**config.mk**
```make
export PLATFORM = sky130hd
export DESIGN_NAME = message_tx_frame_serializer
export DESIGN_NICKNAME = d
export VERILOG_FILES = /design/src/rtl/message_tx_frame_serializer.sv
export SDC_FILE = /design/constraint.sdc
export NUM_CORES = 1
export LEC_CHECK = 0
export ABC_AREA = 1
export CORE_MARGIN = 2
export CORE_UTILIZATION = 30
export CTS_CLUSTER_SIZE = 12
export DETAILED_ROUTE_END_ITERATION = 10
export GPL_ROUTABILITY_DRIVEN = 1
export REMOVE_ABC_BUFFERS = 1
export SYNTH_ARGS = -nofsm -noshare
export SYNTH_HDL_FRONTEND = slang
export SYNTH_SLANG_ARGS = --single-unit
```
**constraint.sdc**
```tcl
create_clock -name clk -period 6 [get_ports clk]
set_input_delay 1.2 -clock clk [delete_from_list [all_inputs] [get_ports clk]]
set_output_delay 1.2 -clock clk [all_outputs]
set_load 0.005 [all_outputs]
```
**src/rtl/message_tx_frame_serializer.sv**
```systemverilog
// message_tx_frame_serializer
// Latches UTC time on a start strobe, builds {header, hour, minute, second} with an
// optional trailing CRC-8, and shifts the frame out MSB-first, one bit per bit_en strobe.
// One extra bit_en after the last bit closes that bit's period before frame_done pulses.
module message_tx_frame_serializer #(
    parameter int               HDR_W     = 103,
    parameter logic [HDR_W-1:0] HDR_VALUE = 103'h5a5a5a5a_5a5a5a5a,
    parameter bit               CRC_EN    = 1'b0
) (
    input  logic              clk,
    input  logic              rst,
    input  logic [4:0]        sys_utc_time_hour,
    input  logic [5:0]        sys_utc_time_minute,
    input  logic [5:0]        sys_utc_time_second,
    input  logic              start,
    input  logic              bit_en,
    output logic [HDR_W+16:0] message_o,
    output logic              data_o,
    output logic              bit_valid,
    output logic              busy,
    output logic              frame_done,
    output logic              time_err,
    output logic              overrun
);

    localparam int DATA_W  = HDR_W + 17;
    localparam int FRAME_W = DATA_W + (CRC_EN ? 8 : 0);
    localparam int CNT_W   = $clog2(FRAME_W + 1);

    // bit_cnt value while the last header/time bit is being sent
    localparam logic [CNT_W-1:0] LAST_DATA_CNT = CNT_W'(DATA_W - 1);
    // bit_cnt value once every frame bit is out; the next bit_en ends the frame
    localparam logic [CNT_W-1:0] FINAL_CNT     = CNT_W'(FRAME_W);

    typedef enum logic [2:0] {
        S_IDLE,
        S_LOAD,
        S_SHIFT,
        S_CRC,
        S_DONE
    } state_t;

    state_t              state;
    state_t              state_next;
    logic                accept;
    logic                shift_data;
    logic                shift_crc;
    logic [DATA_W-1:0]   frame_word;
    logic [DATA_W-1:0]   sreg;
    logic [7:0]          crc;
    logic [CNT_W-1:0]    bit_cnt;

    // CRC-8, polynomial 0x07, MSB-first, one message bit per call
    function automatic logic [7:0] crc8_step(input logic [7:0] crc_in, input logic bit_in);
        logic fb;
        fb = crc_in[7] ^ bit_in;
        return {crc_in[6:0], 1'b0} ^ (fb ? 8'h07 : 8'h00);
    endfunction

    // Legal UTC time: hour 0..23, minute 0..59, second 0..59
    function automatic logic time_in_range(input logic [4:0] hh, input logic [5:0] mm,
                                           input logic [5:0] ss);
        return (hh <= 5'd23) && (mm <= 6'd59) && (ss <= 6'd59);
    endfunction

    assign frame_word = {HDR_VALUE, sys_utc_time_hour, sys_utc_time_minute, sys_utc_time_second};

    // State register
    always_ff @(posedge clk or posedge rst) begin
        if (rst) begin
            state <= S_IDLE;
        end else begin
            state <= state_next;
        end
    end

    // Next-state logic and per-cycle control strobes
    always_comb begin
        state_next = state;
        accept     = 1'b0;
        shift_data = 1'b0;
        shift_crc  = 1'b0;
        busy       = 1'b0;
        frame_done = 1'b0;
        unique case (state)
            S_IDLE: begin
                // bit_en is not looked at here, so a coincident start always wins
                if (start) begin
                    accept     = 1'b1;
                    state_next = S_LOAD;
                end
            end
            S_LOAD: begin
                busy       = 1'b1;
                state_next = S_SHIFT;
            end
            S_SHIFT: begin
                busy = 1'b1;
                if (bit_en) begin
                    if (bit_cnt == FINAL_CNT) begin
                        // only reachable without CRC: closing strobe after the last data bit
                        state_next = S_DONE;
                    end else begin
                        shift_data = 1'b1;
                        if (CRC_EN && (bit_cnt == LAST_DATA_CNT)) begin
                            state_next = S_CRC;
                        end
                    end
                end
            end
            S_CRC: begin
                busy = 1'b1;
                if (bit_en) begin
                    if (bit_cnt == FINAL_CNT) begin
                        state_next = S_DONE;
                    end else begin
                        shift_crc = 1'b1;
                    end
                end
            end
            S_DONE: begin
                frame_done = 1'b1;
                state_next = S_IDLE;
            end
            default: begin
                state_next = S_IDLE;
            end
        endcase
    end

    // Frame latch, shift register, CRC accumulator, serial output and status flags
    always_ff @(posedge clk or posedge rst) begin
        if (rst) begin
            message_o <= '0;
            sreg      <= '0;
            crc       <= 8'h00;
            bit_cnt   <= '0;
            data_o    <= 1'b0;
            bit_valid <= 1'b0;
            time_err  <= 1'b0;
            overrun   <= 1'b0;
        end else begin
            bit_valid <= 1'b0;
            if (accept) begin
                message_o <= frame_word;
                sreg      <= frame_word;
                time_err  <= !time_in_range(sys_utc_time_hour, sys_utc_time_minute,
                                            sys_utc_time_second);
                bit_cnt   <= '0;
            end
            if (state == S_LOAD) begin
                crc <= 8'h00;
            end
            if (shift_data) begin
                data_o    <= sreg[DATA_W-1];
                sreg      <= {sreg[DATA_W-2:0], 1'b0};
                crc       <= crc8_step(crc, sreg[DATA_W-1]);
                bit_cnt   <= bit_cnt + 1'b1;
                bit_valid <= 1'b1;
            end
            if (shift_crc) begin
                data_o    <= crc[7];
                crc       <= {crc[6:0], 1'b0};
                bit_cnt   <= bit_cnt + 1'b1;
                bit_valid <= 1'b1;
            end
            // last bit is held through the closing strobe, then the line idles low
            if (state == S_DONE) begin
                data_o <= 1'b0;
            end
            // any start outside IDLE (including the DONE cycle) is dropped and remembered
            if (start && (state != S_IDLE)) begin
                overrun <= 1'b1;
            end
        end
    end

endmodule
```
==> results of run 1 <==
[flip-flops by register name, summed over array words and instances (netlist names)]
register,cells
overrun,1
message_o,18
time_err,1
bit_cnt,7
crc,8
state,3
sreg,120
bit_valid,1
data_o,1
[metrics by stage]
stage          instance area [um^2]  total power [mW]  util, %  std cells
2_1_floorplan                  6680              2.41        -        819
6_report                       8450              3.95     34.8       1256
4_1_cts                        8450              4.02     34.8       1256
3_5_place_dp                   7890              2.99     32.5       1224
5_1_grt                        8450              4.28     34.8       1256
3_3_place_gp                   7890              2.95     32.5       1224
[per-layer routing]
metal  part of all wire [%]  wire length, um
met5                      0                0
met4                    1.3              170
met3                    2.8              373
met2                     46             6170
met1                     49             6580
[cells in the mapped netlist]
cell type,number,area [um^2]
nand3b_1,3,22.5
nor2_4,2,22.5
o21ai_0,39,195
nand2_2,2,12.5
or2_2,2,12.5
buf_4,102,766
nor2_2,1,6.26
nand3_1,37,185
nand3_4,1,17.5
nor2_1,103,387
nand2_1,330,1240
nand4_1,2,12.5
clkbuf_1,11,41.3
o221ai_1,1,8.76
or2_1,1,6.26
xor2_1,4,35.0
ha_1,2,25.0
inv_1,52,195
conb_1,1,3.75
buf_2,16,80.1
buf_6,5,56.3
inv_2,4,15.0
buf_1,1,3.75
a21oi_2,1,8.76
dfrtp_1,160,4000
o21bai_1,1,7.51
[layout make-up]
| class | count | area (um^2) |
|---|---|---|
| well taps | 324 | 405 |
| flip-flops and latches | 160 | 4000 |
| repair buffers | 81 | 796 |
| fillers | 2543 | 15800 |
| clock buffers | 19 | 453 |
| inverters | 56 | 215 |
| multi-input cells | 603 | 2470 |
| clock inverters | 13 | 103 |
[final timing paths]
check,startpoint,end,slack (ps),depth (start not counted)
max in group asynchronous,rst,sreg[44]$_DFFE_PP0P_,3680,3
worst min-delay path,sreg[108]$_DFFE_PP0P_,sreg[109]$_DFFE_PP0P_,470,2
worst min register to register,sreg[108]$_DFFE_PP0P_,sreg[109]$_DFFE_PP0P_,470,2
worst max register to register,bit_cnt[0]$_DFFE_PP0P_,sreg[108]$_DFFE_PP0P_,2830,11
worst max-delay path,bit_en,sreg[108]$_DFFE_PP0P_,2450,7
min in group asynchronous,rst,bit_cnt[5]$_DFFE_PP0P_,1250,2
[power by group through the flow]
stage / combinational [mW] / clock (mW) / sequential (mW)
floorplan: 0.725 / 0 / 1.68
global placement: 1.25 / 0 / 1.70
detailed placement: 1.28 / 0 / 1.71
CTS: 1.28 / 1.04 / 1.69
global route: 1.44 / 1.09 / 1.74
finish: 1.25 / 1.01 / 1.69
[worst max-delay path, cell delays in order]
cell	delay [ps]
clkdlybuf4s50_1	540
nand3_4	340
nand2_2	470
inv_2	400
buf_4	630
nand2_1	130
nand2_1	100
[kinds of logic after synthesis]
| group | after synthesis | share of synthesized area [%] |
|---|---|---|
| AO/OA/AOI/OAI | 42 | 2.99 |
| XOR/XNOR | 4 | 0.475 |
| adder cells (fa/ha/maj) | 2 | 0.340 |
| buffers and inverters | 191 | 15.7 |
| flip-flops | 160 | 54.3 |
| other | 1 | 0.0509 |
| AND/OR/NAND/NOR | 484 | 26.1 |
==> impl_metrics.csv, run 1 <==
group,metric,value,unit
run_status,outcome,"finished, final reports clean",
critical_path,crit_fanout,72,
sta,worst_pin_slew,814,ps
placed_design,dp_hpwl,8.40,mm
cts,cts.sink_count,160,
sta,hold_slack,470,ps
grt,antenna_found_initial,0,
power_and_ir_drop,pwr-share-clk,25.6,%
cts,cts_tree,"yes",
cells_and_area,antennaDiodeCount,0,
drt,drc,0,
power_and_ir_drop,power_frac_comb,31.6,%
logic_synthesis,ys_warn_count,0,
grt,grt-ovfl-total,0,
cts,cts.clk_slew.worst_paths,60,ps
sta,finalWorstSetupSlack,2450,ps
cts,cts_buffer_depth,2,
grt,use_met2,17.1,%
logic_synthesis,netlist_area,7370,um^2
cts,cts_resized,0,
power_and_ir_drop,p_switching,1.40,mW
power_and_ir_drop,p_int,2.56,mW
sta,rsz0062_at_grt,"false",
floorplanning,core_area,24200,um^2
cts,hold_buffers,0,
cells_and_area,final_common_cell,"nand2_1",
sta,setup_tns,0,ps
placed_design,io_buffers,75,
sta,slew_headroom,45.7,%
grt,grt_max_degree,73,
critical_path,cp-end-kind,"flip-flop",
sta,finalHoldViolCount,0,
logic_synthesis,synth_cells,884,
sta,fin_crit_sh,59.1,%
worst_hold_path,min-delay-path-class,"flip-flop to flip-flop",
floorplanning,num_rows,57,
floorplanning,dieArea,25800,um^2
sta,finClkSkew,10.9,ps
sta,fmax,0.282,GHz
logic_synthesis,ys_types,26,
grt,grt_busiest_layer,"met2",
power_and_ir_drop,p_leak,4.39,nW
logic_synthesis,synth_area_per_cell,8.34,um^2
cts,cts_inserted_buffers,17,
cells_and_area,nNetsFinal,942,
floorplanning,die_h,161,um
drt,drtAntennaViolNets,0,
drt,wl,13.3,mm
sta,timing.final.crit_period,3550,ps
cts,root_buffer,"clkbuf_16",
placed_design,gp_congestion,0.714,
cts,clock_latency,420,ps
grt,grt_pass1_wl,23.0,mm
cells_and_area,drive_above_1_share,5.58,%
cells_and_area,layout_common_cells,"nand2_1 (330), dfrtp_1 (160), nor2_1 (103)",
floorplanning,start_util,30.4,%
power_and_ir_drop,seqPwrFrac,42.8,%
run,cap_violations,0,
power_and_ir_drop,vdd_ir_drop_max,0.211,mV
floorplanning,ioPinCount,147,
drt,vias_per_cell,4.02,
critical_path,crit_path_start_kind,"input pin",
power_and_ir_drop,p_per_area,468,nW/um^2
critical_path,worstPathRequired,6350,ps
grt,grtUsageTotal,10.7,%
sta,setup_violations,0,
cells_and_area,area_delta_synth_final,14.6,%
drt,vias,5045,
grt,use_met1,14.6,%
drt,drtPass1Iterations,4,
cts,post_cts_buffers,0,
logic_synthesis,ys_ff_latch,160,
grt,grtUsageMet3,2.01,%
cts,cts_max_level,4,
power_and_ir_drop,switching_share,35.4,%
logic_synthesis,ys_seq_area_share,54.3,%
floorplanning,dieWidth,161,um
drt,drtIter0Drc,328,
grt,grt_pass1_vias,4783,
critical_path,worstPathArrival,3890,ps
drt,avgRoutedWirePerCell,10.6,um
placed_design,dp_slack,2030,ps
sta,slew_viol_final,0,
critical_path,worstSetupPathType,"input pin to flip-flop",
Power figures use the tool's default switching activity.
==> inputs of run 2 (changes only) <==
Clock period 6 ns to 3.4 ns, I/O delays scaled along.
==> impl_metrics.csv, run 2 (synthesis gave the netlist of run 1 again) <==
group,metric,value,unit
run_status,outcome,"finished, final reports clean",
sta,finClkSkew,9.15,ps
sta,rsz0062_at_grt,"false",
power_and_ir_drop,p_leak,4.42,nW
drt,vias_per_cell,4.05,
power_and_ir_drop,p_total,7.11,mW
sta,worst_pin_slew,831,ps
drt,vias,5101,
floorplanning,core_area,24200,um^2
critical_path,worstPathRequired,2720,ps
run,cap_violations,0,
power_and_ir_drop,pwr-share-clk,26.7,%
cts,clock_latency,420,ps
critical_path,worstPathArrival,1940,ps
drt,wl,13.4,mm
cells_and_area,antennaDiodeCount,0,
power_and_ir_drop,power_frac_comb,31.3,%
cts,cts.sink_count,160,
sta,hold_slack,469,ps
sta,fin_crit_sh,77.1,%
drt,drtPass1Iterations,4,
cells_and_area,largest-register,"sreg",
worst_hold_path,min-delay-path-class,"flip-flop to flip-flop",
cts,cts.clk_slew.worst_paths,60,ps
placed_design,io_buffers,75,
cells_and_area,largest_reg_flops,120,
critical_path,worstSetupPathType,"flip-flop to primary output",
cts,hold_buffers,0,
sta,fmax,0.381,GHz
critical_path,path_cells,"clkdlybuf4s50_1",
grt,grt_pass1_vias,4861,
power_and_ir_drop,seqPwrFrac,42.0,%
floorplanning,start_util,30.4,%
critical_path,critPathTopFamily,"flip-flops",
grt,grtUsageTotal,10.9,%
cells_and_area,instances_no_fill,1260,
drt,avgRoutedWirePerCell,10.7,um
cells_and_area,final_common_cell,"nand2_1",
power_and_ir_drop,p_switching,2.51,mW
grt,grt_max_degree,73,
power_and_ir_drop,switching_share,35.3,%
cts,post_cts_buffers,0,
sta,slew_headroom,44.6,%
placed_design,dp_cells,1228,
critical_path,cp_slowest_cell,"dfrtp_1",
cells_and_area,drive_above_1_share,5.88,%
drt,drtIter0Drc,362,
floorplanning,dieWidth,161,um
sta,finalWorstSetupSlack,778,ps
cts,cts_resized,0,
cells_and_area,layout_common_cells,"nand2_1 (330), dfrtp_1 (160), nor2_1 (103)",
cts,cts_inserted_buffers,17,
cts,cts_tree,"yes",
placed_design,dp_hpwl,8.37,mm
placed_design,dp_slack,831,ps
cells_and_area,area_delta_synth_final,15.6,%
critical_path,crit_fanout,33,
sta,timing.final.crit_period,2620,ps
floorplanning,dieArea,25800,um^2
sta,finalHoldViolCount,0,
power_and_ir_drop,vdd_ir_drop_max,0.379,mV
grt,antenna_found_initial,0,
cells_and_area,nNetsFinal,946,
drt,drc,0,
placed_design,gp_congestion,0.693,
critical_path,crit_path_start_kind,"flip-flop",
sta,setup_violations,0,
floorplanning,num_rows,57,
cells_and_area,reg_top3,"sreg: 120 flops, message_o: 18 flops, crc: 8 flops",
floorplanning,ioPinCount,147,
drt,drtAntennaViolNets,0,
power_and_ir_drop,p_per_area,835,nW/um^2
cts,cts_buffer_depth,2,
critical_path,cp_num_buf_inv,1,
grt,grt-ovfl-total,0,
grt,grt_pass1_wl,23.3,mm
cts,root_buffer,"clkbuf_16",
cts,cts_max_level,4,
critical_path,slowest_delay,870,ps
sta,setup_tns,0,ps
floorplanning,die_h,161,um
sta,slew_viol_final,0,
power_and_ir_drop,p_int,4.60,mW
critical_path,cp-end-kind,"primary output",
-- run 2: cell count changes in the layout (fill, tap and decap cells not counted), moves of 2 or more --
cell,previous run,this run
inv_8,1,4
clkinv_2,3,0
clkinv_4,3,1
buf_4,6,9
-- run 2: metrics by stage --
stage	utilization (%)	area, um^2
after floorplan	-	6680
after global placement	32.7	7930
after detailed placement	32.7	7930
after CTS	35.1	8520
after global routing	35.1	8520
final	35.1	8520
-- run 2: layout make-up --
cell class	instances	area, um^2
Tap cell	324	405
Clock inverter	13	141
Inverter	56	215
Fill cell	2540	15700
Clock buffer	19	443
Sequential cell	160	4000
Timing Repair Buffer	85	838
Multi-Input combinational cell	603	2470
-- run 2: metal layers --
metal | global-route usage (%) | routed length (um) | part of all wire [%] | up-vias
met4 | 3.53 | 119 | 0.89 | 0
met2 | 17.7 | 6350 | 47 | 86
met1 | 14.3 | 6600 | 49 | 2420
li1 | - | - | - | 2586
met5 | 0 | 0 | 0 | -
met3 | 2.51 | 366 | 2.7 | 9
-- run 2: power groups by stage --
stage | Sequential, mW | Combinational (mW) | Clock [mW]
floorplan | 2.97 | 1.28 | 0
global placement | 3.00 | 2.22 | 0
detailed placement | 3.01 | 2.27 | 0
CTS | 2.99 | 2.27 | 1.95
global route | 3.09 | 2.56 | 2.03
finish | 2.99 | 2.22 | 1.90
-- run 2: path summary, 6_finish.rpt --
kind                                            from                endpoint  slack (ps)  cells after the start
setup reg to reg              bit_cnt[0]$_DFFE_PP0P_   sreg[101]$_DFFE_PP0P_        1100                     11
max in group asynchronous                        rst    sreg[99]$_DFFE_PP0P_        1900                      3
hold reg to reg                sreg[109]$_DFFE_PP0P_   sreg[109]$_DFFE_PP0P_         470                      2
hold / removal                 sreg[109]$_DFFE_PP0P_   sreg[109]$_DFFE_PP0P_         470                      2
min in group asynchronous                        rst  bit_cnt[5]$_DFFE_PP0P_         740                      2
setup / recovery           message_o[18]$_DFFE_PP0P_           message_o[20]         780                      1
